### config.mk
export PLATFORM = sky130hd
export DESIGN_NAME = neuron_core_sequencer
export DESIGN_NICKNAME = d
export VERILOG_FILES = /design/src/rtl/neuron_core_sequencer.sv
export SDC_FILE = /design/constraint.sdc
export NUM_CORES = 2
export LEC_CHECK = 0
export ABC_AREA = 1
export BUFFER_PORTS_ARGS = -buffer_cell sky130_fd_sc_hd__buf_2
export CORE_ASPECT_RATIO = 0.75
export CORE_UTILIZATION = 60
export CTS_CLUSTER_DIAMETER = 100
export CTS_CLUSTER_SIZE = 16
export DETAILED_ROUTE_END_ITERATION = 12
export PLACE_DENSITY = 0.77
export SYNTH_ARGS = -nofsm -noshare
export SYNTH_HDL_FRONTEND = slang
export SYNTH_SLANG_ARGS = --single-unit
### constraint.sdc
create_clock -name clk_i -period 3.5 [get_ports clk_i]
set_input_delay 0.175 -clock clk_i [delete_from_list [all_inputs] [get_ports clk_i]]
set_output_delay 0.175 -clock clk_i [all_outputs]
set_load 0.05 [all_outputs]
### src/rtl/neuron_core_sequencer.sv
// Event/fire sequencer for a neuron core: integrates axon events into per-neuron potentials
// and streams spiking neuron indices on a fire sweep. Optional macro SPIKE_COUNT_EN adds spike_count_o.
module neuron_core_sequencer #(
   parameter int                 NUM_NEURONS     = 256,
   parameter int                 IDX_W           = 8,
   parameter logic signed [7:0]  RESET_POTENTIAL = 8'sd0
) (
   input  logic                    clk_i,
   input  logic                    rst_i,
   input  logic                    axon_valid_i,
   output logic                    axon_ready_o,
   input  logic [IDX_W-1:0]        axon_idx_i,
   input  logic [1:0]              axon_type_i,
   input  logic                    picture_done_i,
   output logic                    syn_rd_en_o,
   output logic [IDX_W-1:0]        syn_addr_o,
   input  logic [NUM_NEURONS-1:0]  syn_row_i,
   output logic [7:0]              nb_potential_o,
   output logic                    nb_enable_o,
   output logic [1:0]              nb_weight_sel_o,
   output logic                    nb_picture_done_o,
   input  logic [7:0]              nb_new_potential_i,
   input  logic                    nb_spike_i,
   output logic                    spike_valid_o,
   input  logic                    spike_ready_i,
   output logic [IDX_W-1:0]        spike_idx_o,
   output logic                    busy_o,
   output logic                    done_o
`ifdef SPIKE_COUNT_EN
   ,
   output logic [15:0]             spike_count_o
`endif
);

   localparam int               AW       = (NUM_NEURONS > 1) ? $clog2(NUM_NEURONS) : 1;
   localparam logic [IDX_W-1:0] LAST_IDX = IDX_W'(NUM_NEURONS - 1);

   typedef enum logic [2:0] {
      S_IDLE  = 3'd0,
      S_FETCH = 3'd1,
      S_INTEG = 3'd2,
      S_FIRE  = 3'd3,
      S_DONE  = 3'd4
   } state_t;

   state_t                  r_state;
   state_t                  w_state_nxt;
   logic [7:0]              r_pot [NUM_NEURONS];
   logic [NUM_NEURONS-1:0]  r_row;
   logic [1:0]              r_type;
   logic [IDX_W-1:0]        r_j;
   logic [IDX_W-1:0]        w_j_nxt;
   logic                    r_pend;
   logic                    w_pend_nxt;
   logic [AW-1:0]           w_jsel;
   logic                    w_last;
   logic                    w_pot_we;
   logic                    w_row_load;
   logic                    w_type_load;

   assign w_jsel = r_j[AW-1:0];
   assign w_last = (r_j == LAST_IDX);

   // State, neuron counter, pending-picture flag and latched event context
   always_ff @(posedge clk_i) begin
      if (rst_i) begin
         r_state <= S_IDLE;
         r_j     <= '0;
         r_pend  <= 1'b0;
         r_row   <= '0;
         r_type  <= 2'd0;
      end else begin
         r_state <= w_state_nxt;
         r_j     <= w_j_nxt;
         r_pend  <= w_pend_nxt;
         if (w_row_load) begin
            r_row <= syn_row_i;
         end
         if (w_type_load) begin
            r_type <= axon_type_i;
         end
      end
   end

   // Potential store; the datapath result is written back unmodified
   always_ff @(posedge clk_i) begin
      if (rst_i) begin
         for (int i = 0; i < NUM_NEURONS; i++) begin
            r_pot[i] <= RESET_POTENTIAL;
         end
      end else if (w_pot_we) begin
         r_pot[w_jsel] <= nb_new_potential_i;
      end
   end

   // Next-state and output decode
   always_comb begin
      w_state_nxt       = r_state;
      w_j_nxt           = r_j;
      w_pend_nxt        = r_pend | picture_done_i;
      w_pot_we          = 1'b0;
      w_row_load        = 1'b0;
      w_type_load       = 1'b0;
      axon_ready_o      = 1'b0;
      syn_rd_en_o       = 1'b0;
      syn_addr_o        = '0;
      nb_potential_o    = 8'd0;
      nb_enable_o       = 1'b0;
      nb_weight_sel_o   = 2'd0;
      nb_picture_done_o = 1'b0;
      spike_valid_o     = 1'b0;
      spike_idx_o       = '0;
      busy_o            = 1'b1;
      done_o            = 1'b0;
      case (r_state)
         S_IDLE: begin
            busy_o       = 1'b0;
            axon_ready_o = ~r_pend;
            if (r_pend) begin
               w_state_nxt = S_FIRE;
               w_j_nxt     = '0;
            end else if (axon_valid_i) begin
               w_type_load = 1'b1;
               syn_rd_en_o = 1'b1;
               syn_addr_o  = axon_idx_i;
               w_state_nxt = S_FETCH;
            end else begin
               w_state_nxt = S_IDLE;
            end
         end
         S_FETCH: begin
            w_row_load  = 1'b1;
            w_j_nxt     = '0;
            w_state_nxt = S_INTEG;
         end
         S_INTEG: begin
            nb_potential_o  = r_pot[w_jsel];
            nb_enable_o     = r_row[w_jsel];
            nb_weight_sel_o = r_type;
            w_pot_we        = 1'b1;
            if (w_last) begin
               w_state_nxt = S_IDLE;
            end else begin
               w_j_nxt = r_j + {{(IDX_W-1){1'b0}}, 1'b1};
            end
         end
         S_FIRE: begin
            nb_picture_done_o = 1'b1;
            nb_potential_o    = r_pot[w_jsel];
            spike_valid_o     = nb_spike_i;
            spike_idx_o       = nb_spike_i ? r_j : '0;
            // A pending spike stalls the sweep until the consumer takes it
            if (!nb_spike_i || spike_ready_i) begin
               w_pot_we = 1'b1;
               if (w_last) begin
                  w_state_nxt = S_DONE;
               end else begin
                  w_j_nxt = r_j + {{(IDX_W-1){1'b0}}, 1'b1};
               end
            end else begin
               w_state_nxt = S_FIRE;
            end
         end
         S_DONE: begin
            done_o      = 1'b1;
            w_pend_nxt  = 1'b0;
            w_state_nxt = S_IDLE;
         end
         default: begin
            w_pend_nxt  = 1'b0;
            w_state_nxt = S_IDLE;
         end
      endcase
   end

`ifdef SPIKE_COUNT_EN
   logic [15:0] r_spike_count;

   // Saturating count of accepted spikes, restarted on every fire sweep entry
   always_ff @(posedge clk_i) begin
      if (rst_i) begin
         r_spike_count <= 16'd0;
      end else if ((r_state == S_IDLE) && r_pend) begin
         r_spike_count <= 16'd0;
      end else if (spike_valid_o && spike_ready_i && (r_spike_count != 16'hFFFF)) begin
         r_spike_count <= r_spike_count + 16'd1;
      end
   end

   assign spike_count_o = r_spike_count;
`endif

endmodule

==> reports/metrics.csv, run 1 <==
stage;metric;value;unit
synth;synth_fp_nets;11600;
synth;synthFlopType;edfxtp_1;
synth;yosys.area_share.simple;27.6;%
placement;gp_congestion;0.996;
grt;grt_pass1_vias;88000;
clock_tree;cts-root-buf;clkbuf_16;
synth;yosysMostFrequentCell;nand2_1;
die;fp-row-count;132;
die;die_y;364;um
die;initial_core_util;60.5;%
clock_tree;cts_buffers;163;
synth;yosys.area.top_type_share;58.8;%
grt;grt_first_pass_wirelength;542;mm
synth;synth_area;105000;um^2
placement;port_buffers;312;
synth;seq_area_frac_synth;64.1;%
synth;syn_inst;11300;
status;stop_stage;global routing;
synth;ys_async_sr_fraction;0;%
die;num_io_pins;313;
clock_tree;cts.sinks;2326;
clock_tree;ctsHtreeMaxLevel;4;
synth;synth-adder-area-share;0.0479;%
synth;syn_area_per_cell;9.26;um^2
grt;grt_max_degree;170;
synth;synth_xor_area_share;0.00838;%
placement;hpwl;193;mm
synth;yosysWarnings;0;
synth;synth_top_family_by_area;simple AND/OR/NAND/NOR gates;
die;die_x;484;um
synth;synth-seq-cells;2326;
synth;synth_common_cells;2802 x nand2_1, 2175 x nor2_1, 2048 x edfxtp_1;
grt;grt_usage;41.7;%
synth;synth-compound-area-share;3.87;%
grt;grt_overflow;74;
status;tool.error;[ERROR GRT-0116] Global routing finished with congestion. Check the congestion regions in the DRC Viewer.;
synth;synth-edff-count;2048;
synth;synth_mux_area_share;0;%
synth;synth_area_leader_cell;edfxtp_1;
synth;yosys-top-cells-area;edfxtp_1 59%, nand2_1 10%, nand3_1 9.5%;
status;status;aborted with a tool error;
synth;synth.distinct_cells;26;
clock_tree;cts.path.max_buffers;3;
-- routing by layer --
| layer | track usage (%) | overflow |
|---|---|---|
| met2 | 60.4 | 40 |
| met1 | 53.8 | 4 |
| met5 | 1.93 | 0 |
| met3 | 16.8 | 3 |
| met4 | 22.0 | 27 |
-- cells by family after synthesis --
logic type                 count (synthesis)
and+or+nand+nor                         6999
DFF                                     2326
buffers and inverters                   1190
AOI/OAI and AO/OA                        773
adders and majority gates                  4
xor gates and xnor gates                   1
-- metrics by stage --
stage / TNS [ns] / instances / utilization (%) / cell area, um^2 / setup slack (ns)
2_1_floorplan: 0 / 11300 / - / 105000 / 0.195
3_3_place_gp: 0 / 13200 / 62.9 / 109000 / 0.372
3_5_place_dp: 0 / 13200 / 62.9 / 109000 / 0.291
4_1_cts: -0.579 / 13900 / 69.7 / 121000 / -0.149
-- repair_timing --
item                                   4_1_cts
hold buffers                               275
setup endpoints to repair                    9
endpoints found under the hold margin      450
gates cloned                                77
pin swaps                                   71
buffers inserted                            50
resized for setup                          403
==> run 2: changes to the inputs <==
Settings changed: CORE_ASPECT_RATIO 0.75 to unset, CORE_UTILIZATION 60 to 40, CTS_CLUSTER_DIAMETER 100 to unset, CTS_CLUSTER_SIZE 16 to unset, PLACE_DENSITY 0.77 to unset, PLACE_DENSITY_LB_ADDON set to 0.15.
==> run 2 against run 1 <==
Effect of this change:
- area after synthesis unchanged
- the flow now finishes, with violations (setup timing)
- synthesized cell count unchanged
==> reports/metrics.csv, run 2 <==
stage;metric;value;unit;change
synth;synth-seq-cells;2326;;unchanged
detailed_routing;via_per_inst;5.60;;
detailed_routing;drt-wirelength-per-cell;24.4;um;
synth;synth.distinct_cells;26;;unchanged
placement;placed_cells;14500;;+9.1%
hold_path;hp-class;input pin to flop;;
cells_and_area;largestRegisters;r_pot (2048), r_row (256), r_j (8);;
sta;maxSlewViolCount;0;;
detailed_routing;wirelength;377;mm;
die;num_io_pins;313;;unchanged
grt;antenna_found_initial;12;;
setup_path;crit_required;3.32;ns;
flow_run;maxCapViolations;0;;
sta;setup_viol;8;;
detailed_routing;drt_iter0_markers;10300;;
synth;syn_inst;11300;;unchanged
clock_tree;clk_pin_slew;0.06;ns;
placement;hpwl;218;mm;+13%
sta;clock_skew;0.0678;ns;
die;die_y;513;um;+41%
setup_path;cp.arrival;3.64;ns;
cells_and_area;post-route-util;49.5;%;
detailed_routing;antenna_left;0;;
synth;synth_area;105000;um^2;unchanged
setup_path;crit_path_end_kind;primary output;;
status;status;finished with violations;;
sta;period_needed;3.82;ns;
sta;relSlewSlack;41.6;%;
grt;grt_pass1_vias;82000;;
sta;min_period_over_period;109;%;
cells_and_area;largest_reg_flops;2048;;
cells_and_area;mostFrequentLayoutCell;nand2_1;;
synth;synth_common_cells;2802 x nand2_1, 2175 x nor2_1, 2048 x edfxtp_1;;
synth;synth_fp_nets;11600;;unchanged
setup_path;cp-start-kind;flop;;
detailed_routing;num_vias;86300;;
die;core_area;260000;um^2;
placement;port_buffers;312;;unchanged
synth;yosysWarnings;0;;unchanged
cells_and_area;regMostFlops;r_pot;;
sta;grt_setup_unrepaired;true;;
cells_and_area;nets;12100;;
clock_tree;cts.path.max_buffers;4;;+1
sta;max_freq;0.262;GHz;
synth;synthFlopType;edfxtp_1;;
grt;grt_max_degree;110;;
clock_tree;cts-root-buf;clkbuf_16;;
setup_path;timing_worst_setup_path_type;flop to primary output;;
synth;yosys.area.top_type_share;58.8;%;unchanged
setup_path;cp_common_cell;nand3_1;;
synth;synth-edff-count;2048;;unchanged
grt;grt_usage;27.1;%;
setup_path;slowest_delay;0.49;ns;
setup_path;crit_path_cell_trace;buf_12 > buf_16 > buf_16 > buf_12 > buf_4 > nand2_1 > nand3_1 > nand3_1 > nand3_1 > nand3_2 > nand3_1 > nand3_1 > nand2_1 > nand2_2 > a21oi_2 > buf_4 > buf_12;;
grt;grt_first_pass_wirelength;532;mm;
cells_and_area;synthToLayoutAreaGrowth;22.9;%;
setup_path;reg2reg_slack;0.25;ns;
power;leakage;49.5;nW;
clock_tree;cts_buffers;275;;+69%
die;fp-row-count;187;;+42%
setup_path;crit_path_max_fanout;8;;
synth;yosysMostFrequentCell;nand2_1;;
cells_and_area;layout.cells.non_filler;15400;;
cells_and_area;final_cell_mix;2656 x nand2_1, 2155 x nor2_1, 2048 x edfxtp_1;;
placement;dp_slack;0.102;ns;-0.188 ns
clock_tree;cts_tree;yes;;
sta;worstMarginPinSlew;0.876;ns;
synth;seq_area_frac_synth;64.1;%;unchanged
sta;setup_ws;-0.317;ns;
clock_tree;clkLatencyLatePin;0.94;ns;
detailed_routing;drc;0;;
synth;yosys-top-cells-area;edfxtp_1 59%, nand2_1 10%, nand3_1 9.5%;;
sta;hold_violations;0;;
synth;synth_area_leader_cell;edfxtp_1;;
clock_tree;ctsHtreeMaxLevel;5;;+1
power;ir_drop;0.358;mV;
status;failed_checks;setup timing;;
detailed_routing;dr.pass1.iters;6;;
cells_and_area;drive_above_1_share;13.1;%;
power;p_per_area;584;nW/um^2;
synth;ys_async_sr_fraction;0;%;unchanged
die;initial_core_util;40.3;%;-20 points
synth;syn_area_per_cell;9.26;um^2;unchanged
clock_tree;cts.sinks;2326;;unchanged
die;die_x;513;um;+6.0%
placement;gp_congestion;0.912;;-8.4%
grt;grt_overflow;0;;
cells_and_area;nFillCells;23700;;
die;dieArea;263000;um^2;
setup_path;slowest_stage;dfxtp_4;;
## run 2: report_power, final
| group | internal, mW | total [mW] | switching [mW] | leakage, nW |
|---|---|---|---|---|
| registers | 31.7 | 32.3 | 0.574 | 21.9 |
| clock network | 16.3 | 27.7 | 11.4 | 4.18 |
| logic | 5.20 | 15.1 | 9.89 | 23.4 |
| total | 53.2 | 75.0 | 21.8 | 49.5 |
## run 2: cells by family (layout without fill, tap and decap cells)
group | Yosys count | count (layout) | share of synthesized area (%)
other cells | 0 | 6 | 0
buf+inv | 1190 | 1913 | 4.30
simple gates | 6999 | 6999 | 27.6
fa+ha+maj | 4 | 4 | 0.0479
xor+xnor | 1 | 1 | 0.00838
compound gates | 773 | 773 | 3.87
flops | 2326 | 2326 | 64.1
## run 2: stage by stage
| step | setup TNS (ns) | hold WS (ns) | instance area [um^2] | total power, mW |
|---|---|---|---|---|
| after global routing | -3.10 | 0.0584 | 128000 | 77.5 |
| after floorplan | 0 | 0.337 | 105000 | 40.1 |
| final | -2.20 | 0.0583 | 129000 | 75.0 |
| after CTS | -2.51 | 0.000129 | 126000 | 74.1 |
| after global placement | 0 | 0.428 | 111000 | 44.5 |
| after detailed placement | 0 | 0.432 | 111000 | 44.6 |
## run 2: routing by layer
layer	up-vias	share of wire, %	GRT usage (%)
met4	2	3.6	10.1
li1	39200	-	-
met2	4075	47	43.5
met3	601	8.6	4.40
met1	42500	41	36.8
met5	-	0.0019	0
## run 2: final cells by class
cell class                      count  area [um^2]  area share [%]
Timing Repair Buffer             1116        12200            9.50
Clock buffer                      356         7490            5.83
Inverter                          320         1350            1.05
Antenna cell                        6         15.0          0.0117
Tap cell                         3402         4260            3.31
Multi-Input combinational cell   7777        35100            27.3
Clock inverter                    119         1020           0.795
Sequential cell                  2326        67100            52.2
Timing Repair inverter              2         22.5          0.0175
## run 2: what timing repair did
action                                  4_1_cts  5_1_grt
gates cloned                                 41       33
endpoints found under the setup margin        9     1151
setup buffers                                32       28
hold endpoints to repair                    686        0
gates resized for setup                     249      343
hold buffers                                363        0
pin swaps                                    36       63
## run 2: worst max-delay path, delay by kind of cell (launching register included)
family                 cells  cell delay, ns
and+or+nand+nor            9            0.94
AOI/OAI and AO/OA          1            0.22
buffers and inverters      7            1.05
DFF                        1            0.49
## run 2: final timing paths
path                      startpoint  cells past startpoint                          to
min                    syn_row_i[85]                      4      r_row[85]$_SDFFE_PP0N_
min reg2reg  r_row[200]$_SDFFE_PP0N_                      2     r_row[200]$_SDFFE_PP0N_
max reg2reg  r_state[0]$_SDFFE_PP0P_                     16  r_pot[49][2]$_SDFFCE_PN0P_
max                             flop                     17           nb_potential_o[1]
Note: power is estimated with default switching activity, not from simulation.
